==> config.mk <==
export PLATFORM = sky130hd
export DESIGN_NAME = nios_system_sysid_ext
export DESIGN_NICKNAME = d
export VERILOG_FILES = /design/src/rtl/nios_system_sysid_ext.sv
export SDC_FILE = /design/constraint.sdc
export NUM_CORES = 1
export LEC_CHECK = 0
export CAP_MARGIN = 20
export CORE_ASPECT_RATIO = 1.5
export CORE_MARGIN = 2
export CORE_UTILIZATION = 35
export DETAILED_ROUTE_END_ITERATION = 16
export PLACE_DENSITY = 0.65
export SLEW_MARGIN = 0
export SYNTH_ARGS = -nofsm -noshare
export SYNTH_HDL_FRONTEND = slang
export SYNTH_SLANG_ARGS = --single-unit
==> constraint.sdc <==
create_clock -name clock -period 2.3 [get_ports clock]
set_clock_uncertainty 0.2 [all_clocks]
set_input_delay 0.46 -clock clock [delete_from_list [all_inputs] [get_ports clock]]
set_output_delay 0.46 -clock clock [all_outputs]
set_load 0.02 [all_outputs]
==> src/rtl/nios_system_sysid_ext.sv <==
// System-ID register bank: ID/timestamp constants, tear-free 64-bit uptime,
// seconds counter, scratch register and sticky W1C status, on Avalon-MM.
module nios_system_sysid_ext #(
    parameter logic [31:0] SYS_ID        = 32'h00C0FFEE,
    parameter logic [31:0] TIMESTAMP     = 32'd1480634848,
    parameter int unsigned CLK_FREQ_HZ   = 50000000,
    parameter logic [31:0] SCRATCH_RESET = 32'h00000000,
    // Uptime value loaded at reset; zero in normal use, nonzero only to
    // reach carry/wrap points without running for billions of cycles.
    parameter logic [63:0] UPTIME_RESET  = 64'h0
) (
    input  logic        clock,
    input  logic        reset_n,
    input  logic [2:0]  address,
    input  logic        read,
    input  logic        write,
    input  logic [31:0] writedata,
    input  logic [3:0]  byteenable,
    output logic [31:0] readdata,
    output logic        readdatavalid
);

    localparam int unsigned DATA_W = 32;
    localparam int unsigned UP_W   = 64;
    localparam int unsigned PRE_W  = (CLK_FREQ_HZ > 2) ? $clog2(CLK_FREQ_HZ) : 1;
    localparam logic [PRE_W-1:0] PRE_MAX = PRE_W'(CLK_FREQ_HZ - 1);

    localparam logic [2:0] A_ID      = 3'd0;
    localparam logic [2:0] A_TS      = 3'd1;
    localparam logic [2:0] A_UP_LO   = 3'd2;
    localparam logic [2:0] A_UP_HI   = 3'd3;
    localparam logic [2:0] A_SCRATCH = 3'd4;
    localparam logic [2:0] A_STATUS  = 3'd5;
    localparam logic [2:0] A_SECONDS = 3'd6;

    logic [UP_W-1:0]   r_uptime;
    logic [DATA_W-1:0] r_hi_shadow;
    logic [PRE_W-1:0]  r_prescaler;
    logic [DATA_W-1:0] r_seconds;
    logic [DATA_W-1:0] r_scratch;
    logic [1:0]        r_status;
    logic [DATA_W-1:0] r_readdata;
    logic              r_readdatavalid;

    logic [DATA_W-1:0] w_rd_data;
    logic              w_wr_ro;
    logic              w_collision;
    logic [1:0]        w_status_clr;
    logic [1:0]        w_status_set;

    // Free-running uptime counter, wraps naturally at 2^64
    always_ff @(posedge clock or negedge reset_n) begin
        if (!reset_n) begin
            r_uptime <= UPTIME_RESET;
        end else begin
            r_uptime <= r_uptime + UP_W'(1);
        end
    end

    // Prescaler divides the clock down to one tick per second
    always_ff @(posedge clock or negedge reset_n) begin
        if (!reset_n) begin
            r_prescaler <= '0;
            r_seconds   <= '0;
        end else if (r_prescaler == PRE_MAX) begin
            r_prescaler <= '0;
            r_seconds   <= r_seconds + DATA_W'(1);
        end else begin
            r_prescaler <= r_prescaler + PRE_W'(1);
        end
    end

    // Write decode for sticky status events and W1C clears
    always_comb begin
        w_wr_ro      = 1'b0;
        w_collision  = read && write;
        w_status_clr = 2'b00;
        if (write) begin
            case (address)
                A_ID, A_TS, A_UP_LO, A_UP_HI, A_SECONDS: w_wr_ro = 1'b1;
                A_STATUS: w_status_clr = writedata[1:0] & {2{byteenable[0]}};
                default: w_wr_ro = 1'b0;
            endcase
        end
        w_status_set = {w_collision, w_wr_ro};
    end

    // Sticky status: a same-cycle set beats a W1C clear
    always_ff @(posedge clock or negedge reset_n) begin
        if (!reset_n) begin
            r_status <= 2'b00;
        end else begin
            r_status <= (r_status & ~w_status_clr) | w_status_set;
        end
    end

    // Scratch register with per-byte write enables
    always_ff @(posedge clock or negedge reset_n) begin
        if (!reset_n) begin
            r_scratch <= SCRATCH_RESET;
        end else if (write && (address == A_SCRATCH)) begin
            for (int b = 0; b < 4; b++) begin
                if (byteenable[b]) begin
                    r_scratch[8*b +: 8] <= writedata[8*b +: 8];
                end
            end
        end
    end

    // Read mux samples pre-write state so a colliding read sees old data
    always_comb begin
        w_rd_data = '0;
        case (address)
            A_ID:      w_rd_data = SYS_ID;
            A_TS:      w_rd_data = TIMESTAMP;
            A_UP_LO:   w_rd_data = r_uptime[31:0];
            A_UP_HI:   w_rd_data = r_hi_shadow;
            A_SCRATCH: w_rd_data = r_scratch;
            A_STATUS:  w_rd_data = {30'd0, r_status};
            A_SECONDS: w_rd_data = r_seconds;
            default:   w_rd_data = '0;
        endcase
    end

    // Low-word read latches the high word so software sees a consistent pair
    always_ff @(posedge clock or negedge reset_n) begin
        if (!reset_n) begin
            r_hi_shadow <= '0;
        end else if (read && (address == A_UP_LO)) begin
            r_hi_shadow <= r_uptime[63:32];
        end
    end

    // Fixed one-cycle read latency; data holds between reads
    always_ff @(posedge clock or negedge reset_n) begin
        if (!reset_n) begin
            r_readdata      <= '0;
            r_readdatavalid <= 1'b0;
        end else begin
            r_readdatavalid <= read;
            if (read) begin
                r_readdata <= w_rd_data;
            end
        end
    end

    assign readdata      = r_readdata;
    assign readdatavalid = r_readdatavalid;

endmodule

=== Word-level counts from Yosys, hierarchy flattened ===
Index checks and enable logic that the tools add are counted.

* Bits in registers: 221

* Add/subtract/negate cells: 3
* Equal/unequal tests: 7
* Mux-type cells: 6
* Bitwise logic cells: 4
* Reduce and logical (&&, ||, !) cells: 9

{| class="wikitable"
|+ Operators by type and width
! cell !! count
|-
| $pmux 32 s7 || 1
|-
| $add 64x1->64 const B || 1
|-
| $add 32x1->32 const B || 1
|-
| $add 26x1->26 const B || 1
|-
| $eq 26x26->1 const B || 1
|-
| $mux 26 || 1
|-
| $eq 3x3->1 const B || 3
|-
| $reduce_and 2->1 || 4
|-
| $eq 3x2->1 const B || 2
|-
| $reduce_or 5->1 || 1
|-
| $and 2x2->2 || 2
|-
| $mux 2 || 2
|-
| $eq 3x1->1 const B || 1
|-
| $logic_and 1x1->1 || 3
|-
| $logic_not 3->1 || 1
|-
| $mux 1 || 2
|-
| $not 2->2 || 1
|-
| $or 2x2->2 || 1
|}

=== Depth between registers and ports, before layout ===
Gate-level depths: netlist (run 1).

* Depth after elaboration: 6
* Gate-level depth with buffers: 8
* Mapped depth without buffers: 6

=== Worst setup path after synthesis (run 1) ===
Ideal clock, no wire load.

* Kind: register to register
* From: reg r_prescaler[0]
* To: reg r_seconds[31]
* Library setup time: 0.123 ns
* Arrival: 2.132 ns
* Data required time: 1.977 ns
* Path slack: -0.155 ns
* Cell stages (with the launch flop): 7
* Path buffers: 0
* Cells stage by stage: dfrtp_1 > ha_1 > nand4_1 > or4_1 > nor4_2 > nand4_1 > xnor2_1

* Cells in the longest elaborated chain, start to end: 1

{| class="wikitable"
|+ Ends and longest elaborated chain
! item !! RTL line !! source
|-
| start, declared || 38 || <nowiki>logic [PRE_W-1:0] r_prescaler;</nowiki>
|-
| start signal, assigned || 69 || <nowiki>r_prescaler <= r_prescaler + PRE_W'(1);</nowiki>
|-
| $eq 26x26->1 || 65 || <nowiki>end else if (r_prescaler == PRE_MAX) begin</nowiki>
|-
| end signal, assigned || 67 || <nowiki>r_seconds <= r_seconds + DATA_W'(1);</nowiki>
|-
| end, declared || 39 || <nowiki>logic [DATA_W-1:0] r_seconds;</nowiki>
|}

Every way passes these cells.
A chain may end at the register's enable or synchronous reset.

=== Worst setup path in the final report (run 1) ===
* From: reg r_prescaler[7]
* To: reg r_seconds[17]

The elaborated chain is that of the path after synthesis.

==> impl_metrics.ini, run 1 <==
[clock_network]
clk_latency_ns = 0.51
cts_tree = done
root_buffer = clkbuf_16
htreeDepth = 1
clk_pin_slew_ns = 0.06
cts_buffers = 22
clock-sinks = 221
clockBufferDepth = 3

[timing]
relSlewSlack = 0.5324
setup_viol = 6
max_freq_mhz = 429.1
timing.hold.ws_ns = 0.1872
rsz0062_at_grt = true
setup_ws_ns = -0.03043
max_slew.worst_pin.slew_ns = 0.7000
period_share = 1.013
hold_viol = 0
min_period_ns = 2.330
slew_violations = 0

[pwr]
peakVddDrop_v = 0.0005711
powerDensity_nw_per_um2 = 648.8
power.leakage_nw = 5.991

[grt]
top_usage_layer = met2
grt_max_degree = 58
met1_usage = 0.2236
grt_pass1_wl_mm = 44.16
grt.total_usage = 0.1804
grt_overflow = 0
grt_antenna_before_repair = 0
grt_pass1_vias = 8198
use_met3 = 0.02273
use_met2 = 0.3147

[placement]
place_inst = 1488
hpwl_mm = 20.62
pre_cts_ws_ns = -0.03115
place_congestion = 0.8616
dpl-instance-area_sq_um = 12430
numPortBuffers = 75

[routing]
wl_per_cell_um = 18.21
vias_per_cell = 5.157
first_pass_iters = 5
drt-total-wl_mm = 28.02
dr.first_iter.drc_count = 459
vias = 7937
drcViolationCount = 0
antenna_left = 0

[worst_setup_path]
critPathArrivalTime_ns = 2.53
start_kind = register
r2r-start = r_prescaler[7]$_DFF_PN0_
cp-startpoint = r_prescaler[7]$_DFF_PN0_
critPathCaptureType = register
path_class = reg2reg
cp.required_ns = 2.50
cp_max_fo = 7

[synthesis]
synth_nets = 995
synthCells = 949
synthArstFlopShare = 1.000
synth-seq-area-share = 0.5318
ys_ff_latch = 221
avgSynthCellArea_sq_um = 10.96
ys_warn_count = 0
yosysTopAreaCell = dfrtp_1
synth_edf_count = 0
synth_top_flop_cell = dfrtp_1
yosysTopAreaCellShare = 0.5318
synth.distinct_cells = 49
syn_area_sq_um = 10400
synth_top_cells_by_area = dfrtp_1 (53%), mux2_2 (7.7%), xnor2_1 (6.8%)

[finish]
postLayoutCellArea_sq_um = 13460
drive_above_1_share = 0.2465
fin_nets = 1174
fill_cells = 2683
syn_to_final_growth_pct = 29.42
diodes = 0
final_cells = 1539
multi_input_area_sq_um = 4753
post-route-util = 0.4580
register_area_sq_um = 5530

[hold_path]
hold_path.class = in2reg
min-delay-start = address[2]

[status]
status = finished, violations left
violations = negative setup slack

[floorplan]
start_util = 0.3539
die_w_um = 144.7
dieArea_sq_um = 31130
rows = 77
die_y_um = 215.1
coreArea_sq_um = 29380
io-pin-count = 76

[flow_run]
drv_cap = 0
## critical path, stage by stage, from the launching register on
cell,delay [ns]
dfrtp_1,0.39
or4b_4,0.55
nor4_4,0.31
and4_4,0.33
clkbuf_16,0.18
nand4_1,0.11
xnor2_1,0.14
## cells by family after synthesis
family | count (synthesis) | share of synthesized area
XOR/XNOR | 116 | 0.09770
multiplexers | 89 | 0.09421
AO/OA/AOI/OAI | 108 | 0.06955
AND/OR/NAND/NOR | 337 | 0.1742
adder cells (fa/ha/maj) | 3 | 0.003610
buffers and inverters | 75 | 0.02888
flip-flops | 221 | 0.5318
## cell type report
cell class              count  share of cell area
well taps                 395             0.03672
flip-flops and latches    221              0.4109
clock inverters             8            0.007066
repair buffers            199              0.1337
inverters                  31            0.008646
clock buffers              32             0.04974
multi-input cells         653              0.3532
## worst paths after layout
kind	slack, ns	endpoint	cells past startpoint
hold / removal	0.19	readdata[0]$_DFFE_PN0P_	3
setup / recovery	-0.03	r_seconds[17]$_DFFE_PN0N_	6
max in group asynchronous	0.92	r_prescaler[8]$_DFF_PN0_	3
hold reg to reg	0.28	readdata[3]$_DFFE_PN0P_	1
setup reg to reg	-0.03	r_seconds[17]$_DFFE_PN0N_	6
min in group asynchronous	0.28	r_hi_shadow[7]$_DFFE_PN0P_	2
## registers in the layout, indices dropped and copies added (netlist names)
name and count:
r_hi_shadow 32, readdata 32, r_seconds 32, r_scratch 32, readdatavalid 1, r_status 2, r_uptime 64, r_prescaler 26
## timing repair
action / 4_1_cts / 5_1_grt
gates cloned: 0 / 1
pin swaps: 2 / 16
setup endpoints to repair: 17 / 43
resized for setup: 4 / 26
setup buffers: 0 / 9
hold endpoints to repair: 51 / 0
hold buffers: 1 / 0
## power breakdown
part	switching [mW]	internal, mW
sequential	0.0970	4.06
clock	1.55	2.25
combinational	0.391	0.383
total	2.04	6.69
## cell usage in the layout (no fill, tap or decap), drive strengths merged, types with 2 or more instances in the layout
master / n
dfrtp: 221
buf: 127
xnor2: 81
mux2: 71
clkdlybuf4s50: 70
nand2: 69
nor2: 63
nand3: 54
nand4: 48
xor2: 35
clkbuf: 33
inv: 31
a21oi: 26
nor3: 23
o22ai: 21
nor4: 19
mux2i: 18
and3: 17
o21ai: 13
a22oi: 13
and2: 8
nand2b: 7
a221oi: 7
or4: 7
a31o: 6
o221ai: 6
o21a: 6
nor2b: 5
and4: 5
clkinv: 4
or3: 4
a22o: 3
o32a: 3
ha: 3
or4b: 2
or2: 2
a211oi: 2
bufinv: 2
clkinvlp: 2
## per-layer routing
layer | up-vias | wire length, um
met5 | - | 0
met4 | 0 | 1240
met3 | 69 | 981
met2 | 165 | 14470
met1 | 3970 | 11330
li1 | 3733 | -
## Yosys cell counts, types with 4 or more instances
master	count
a221oi_1	7
o221ai_1	6
mux2_2	71
or3_1	4
or4_4	4
and4_1	5
o21ai_0	13
a21oi_1	26
nor4_2	5
nand3_1	52
xnor2_1	81
a31o_2	6
clkbuf_1	33
xor2_1	35
nand2b_1	7
o21a_1	6
and2_1	8
buf_1	6
a22oi_1	13
mux2i_1	18
nor3_1	23
inv_1	31
nor2b_1	5
nand4_1	47
nor2_1	63
and3_1	17
dfrtp_1	221
nand2_1	69
o22ai_1	21
nor4_1	12
## per-stage QoR
stage               total power, mW    TNS, ns
floorplan                     4.592   -0.09304
global placement              5.001  -0.001408
detailed placement            5.013    -0.2127
CTS                           8.804   -0.01527
global route                  9.050     -1.276
finish                        8.732   -0.07538
Power figures use the tool's default switching activity.
==> run 2: changes to the inputs <==
--- a/config.mk
+++ b/config.mk
@@ -5,12 +5,13 @@
 export SDC_FILE = /design/constraint.sdc
 export NUM_CORES = 1
 export LEC_CHECK = 0
+export ABC_AREA = 1
 export CAP_MARGIN = 20
 export CORE_ASPECT_RATIO = 1.5
 export CORE_MARGIN = 2
 export CORE_UTILIZATION = 35
 export DETAILED_ROUTE_END_ITERATION = 16
-export PLACE_DENSITY = 0.65
+export PLACE_DENSITY_LB_ADDON = 0.3
 export SLEW_MARGIN = 0
 export SYNTH_ARGS = -nofsm -noshare
 export SYNTH_HDL_FRONTEND = slang
==> constraint.sdc (replaced) <==
create_clock -name clock -period 1.9 [get_ports clock]
set_clock_uncertainty 0.2 [all_clocks]
set_input_delay 0.38 -clock clock [delete_from_list [all_inputs] [get_ports clock]]
set_output_delay 0.38 -clock clock [all_outputs]
set_load 0.02 [all_outputs]
==> impl_metrics.ini, run 2 <==
[floorplan]
coreArea_sq_um = 33340
start_util = 0.3533
io-pin-count = 76
die_w_um = 153.8
die_y_um = 228.7
dieArea_sq_um = 35170
rows = 82

[timing]
setup_ws_ns = 0.01871
rsz0062_at_grt = true
hold_viol = 0
relSlewSlack = 0.7197
setup_tns_ns = 0
max_slew.worst_pin.slew_ns = 0.4205
max_freq_mhz = 531.6
slew_violations = 0
min_period_ns = 1.881
setup_viol = 0
period_share = 0.9902

[routing]
first_pass_iters = 5
dr.first_iter.drc_count = 807
vias_per_cell = 4.945
vias = 11150
antenna_left = 0
drt-total-wl_mm = 40.50
drcViolationCount = 0
wl_per_cell_um = 17.96

[clock_network]
htreeDepth = 1
clock-sinks = 221
clk_latency_ns = 0.54
cts_tree = done
clk_pin_slew_ns = 0.06
clockBufferDepth = 3
root_buffer = clkbuf_16
cts_buffers = 25

[placement]
place_inst = 2201
place_congestion = 1.013
numPortBuffers = 75
pre_cts_ws_ns = -0.3553
hpwl_mm = 32.03

[worst_setup_path]
path_delay_family = flip-flops
rrSetupSlack_ns = 0.06
critPathBufInv = 1
start_kind = register
slowest_delay_ns = 0.44
cp.required_ns = 1.32
cp_max_fo = 2
path_depth = 1
cpMaxStageDelayCell = dfrtp_1
critPathArrivalTime_ns = 1.30
critPathCaptureType = primary output
crit_chain = clkdlybuf4s15_1
path_class = reg2out
reg2reg_depth = 12

[flow_run]
drv_cap = 0

[grt]
grt_pass1_wl_mm = 62.38
grt_max_degree = 46
grt_overflow = 0
grt_pass1_vias = 11380
grt_antenna_before_repair = 0
grt.total_usage = 0.2303

[synthesis]
synthArstFlopShare = 1.000
ys_ff_latch = 221
synthCells = 1632
synth_top_cells_by_area = dfrtp_1 (47%), nand2_1 (21%), nor2_1 (7.4%)
synth-seq-area-share = 0.4694
avgSynthCellArea_sq_um = 7.219
synth_top_flop_cell = dfrtp_1
synth_commonest_cells = nand2_1 (645), nor2_1 (232), dfrtp_1 (221)
synth_nets = 1678
synth_edf_count = 0
synth.distinct_cells = 35
yosysTopAreaCellShare = 0.4694
yosysMostFrequentCell = nand2_1
yosysTopAreaCell = dfrtp_1
ys_warn_count = 0
syn_area_sq_um = 11780

[finish]
diodes = 0
fin_nets = 1863
register_area_sq_um = 5537
layout_common_cells = nand2_1 (626), dfrtp_1 (216), nor2_1 (211), inv_1 (143), buf_4 (99)
drive_above_1_share = 0.1384
syn_to_final_growth_pct = 27.26
regMostFlops = r_uptime
final_common_cell = nand2_1
largest_register_ffs = 64
multi_input_area_sq_um = 5717
fill_cells = 3409
final_cells = 2255

[pwr]
p_clk_frac = 0.464
p_sw_mw = 2.703
power_frac_comb = 0.074
powerDensity_nw_per_um2 = 732.7
peakVddDrop_v = 0.0005665
pwr-share-seq = 0.462
power_mw = 10.99
intPower_mw = 8.283
p_sw_frac = 0.2460
power.leakage_nw = 6.794

[status]
status = finished clean

[hold_path]
hold_path.class = in2async
run 2: path summary, 6_finish.rpt:
path | startpoint | end
hold / removal | reset_n | r_status[1]$_DFF_PN0_
setup reg to reg | r_prescaler[1]$_DFF_PN0_ | r_seconds[18]$_DFFE_PN0N_
setup / recovery | readdata[9]$_DFFE_PN0P_ | readdata[9]
max in group asynchronous | reset_n | r_uptime[24]$_DFF_PN0_
hold reg to reg | readdata[24]$_DFFE_PN0P_ | readdata[24]$_DFFE_PN0P_
min in group clock | writedata[30] | r_scratch[30]$_DFFE_PN0P_
run 2: layer usage:
layer / GRT usage / vias to the layer above / part of all wire
met1: 0.2531 / 5312 / 0.37
met4: 0.1192 / 0 / 0.061
met5: 0 / - / 0
li1: - / 5460 / -
met3: 0.02124 / 109 / 0.035
met2: 0.4357 / 270 / 0.53
run 2: timing repair:
action	CTS	global route
gates cloned	0	3
resized for setup	48	71
hold endpoints to repair	221	0
hold buffers	1	0
setup buffers	0	5
pin swaps	0	18
setup endpoints to repair	43	66
run 2: stage by stage:
stage | util | instance area, sq um | hold WS [ns]
floorplan | - | 11780 | -0.1156
global placement | 0.4140 | 13810 | 0.1119
detailed placement | 0.4140 | 13810 | 0.1150
CTS | 0.4401 | 14670 | 0.1630
global route | 0.4496 | 14990 | 0.1824
finish | 0.4496 | 14990 | 0.1585
run 2: power groups by stage:
| stage | Combinational, mW | Clock [mW] | Sequential [mW] |
|---|---|---|---|
| after global routing | 0.902 | 5.38 | 5.09 |
| after detailed placement | 0.859 | 0 | 5.16 |
| after CTS | 0.826 | 5.19 | 5.07 |
| after global placement | 0.847 | 0 | 5.16 |
| after floorplan | 0.308 | 0 | 5.16 |
| final | 0.818 | 5.09 | 5.07 |
run 2: layout make-up:
cell class / count / share of cell area
clock buffer: 35 / 0.04757
multi-input combinational: 1231 / 0.3813
tap: 420 / 0.03505
clock inverter: 10 / 0.009597
sequential: 221 / 0.3693
timing repair buffer: 191 / 0.1201
inverter: 147 / 0.03714
run 2: logic make-up after synthesis:
kind of cell,count (synthesis),share of synthesized area
and+or+nand+nor,1021,0.3532
DFF,221,0.4694
buffers and inverters,180,0.06489
AOI/OAI and AO/OA,142,0.06096
xor gates and xnor gates,65,0.04832
adders and majority gates,3,0.003186
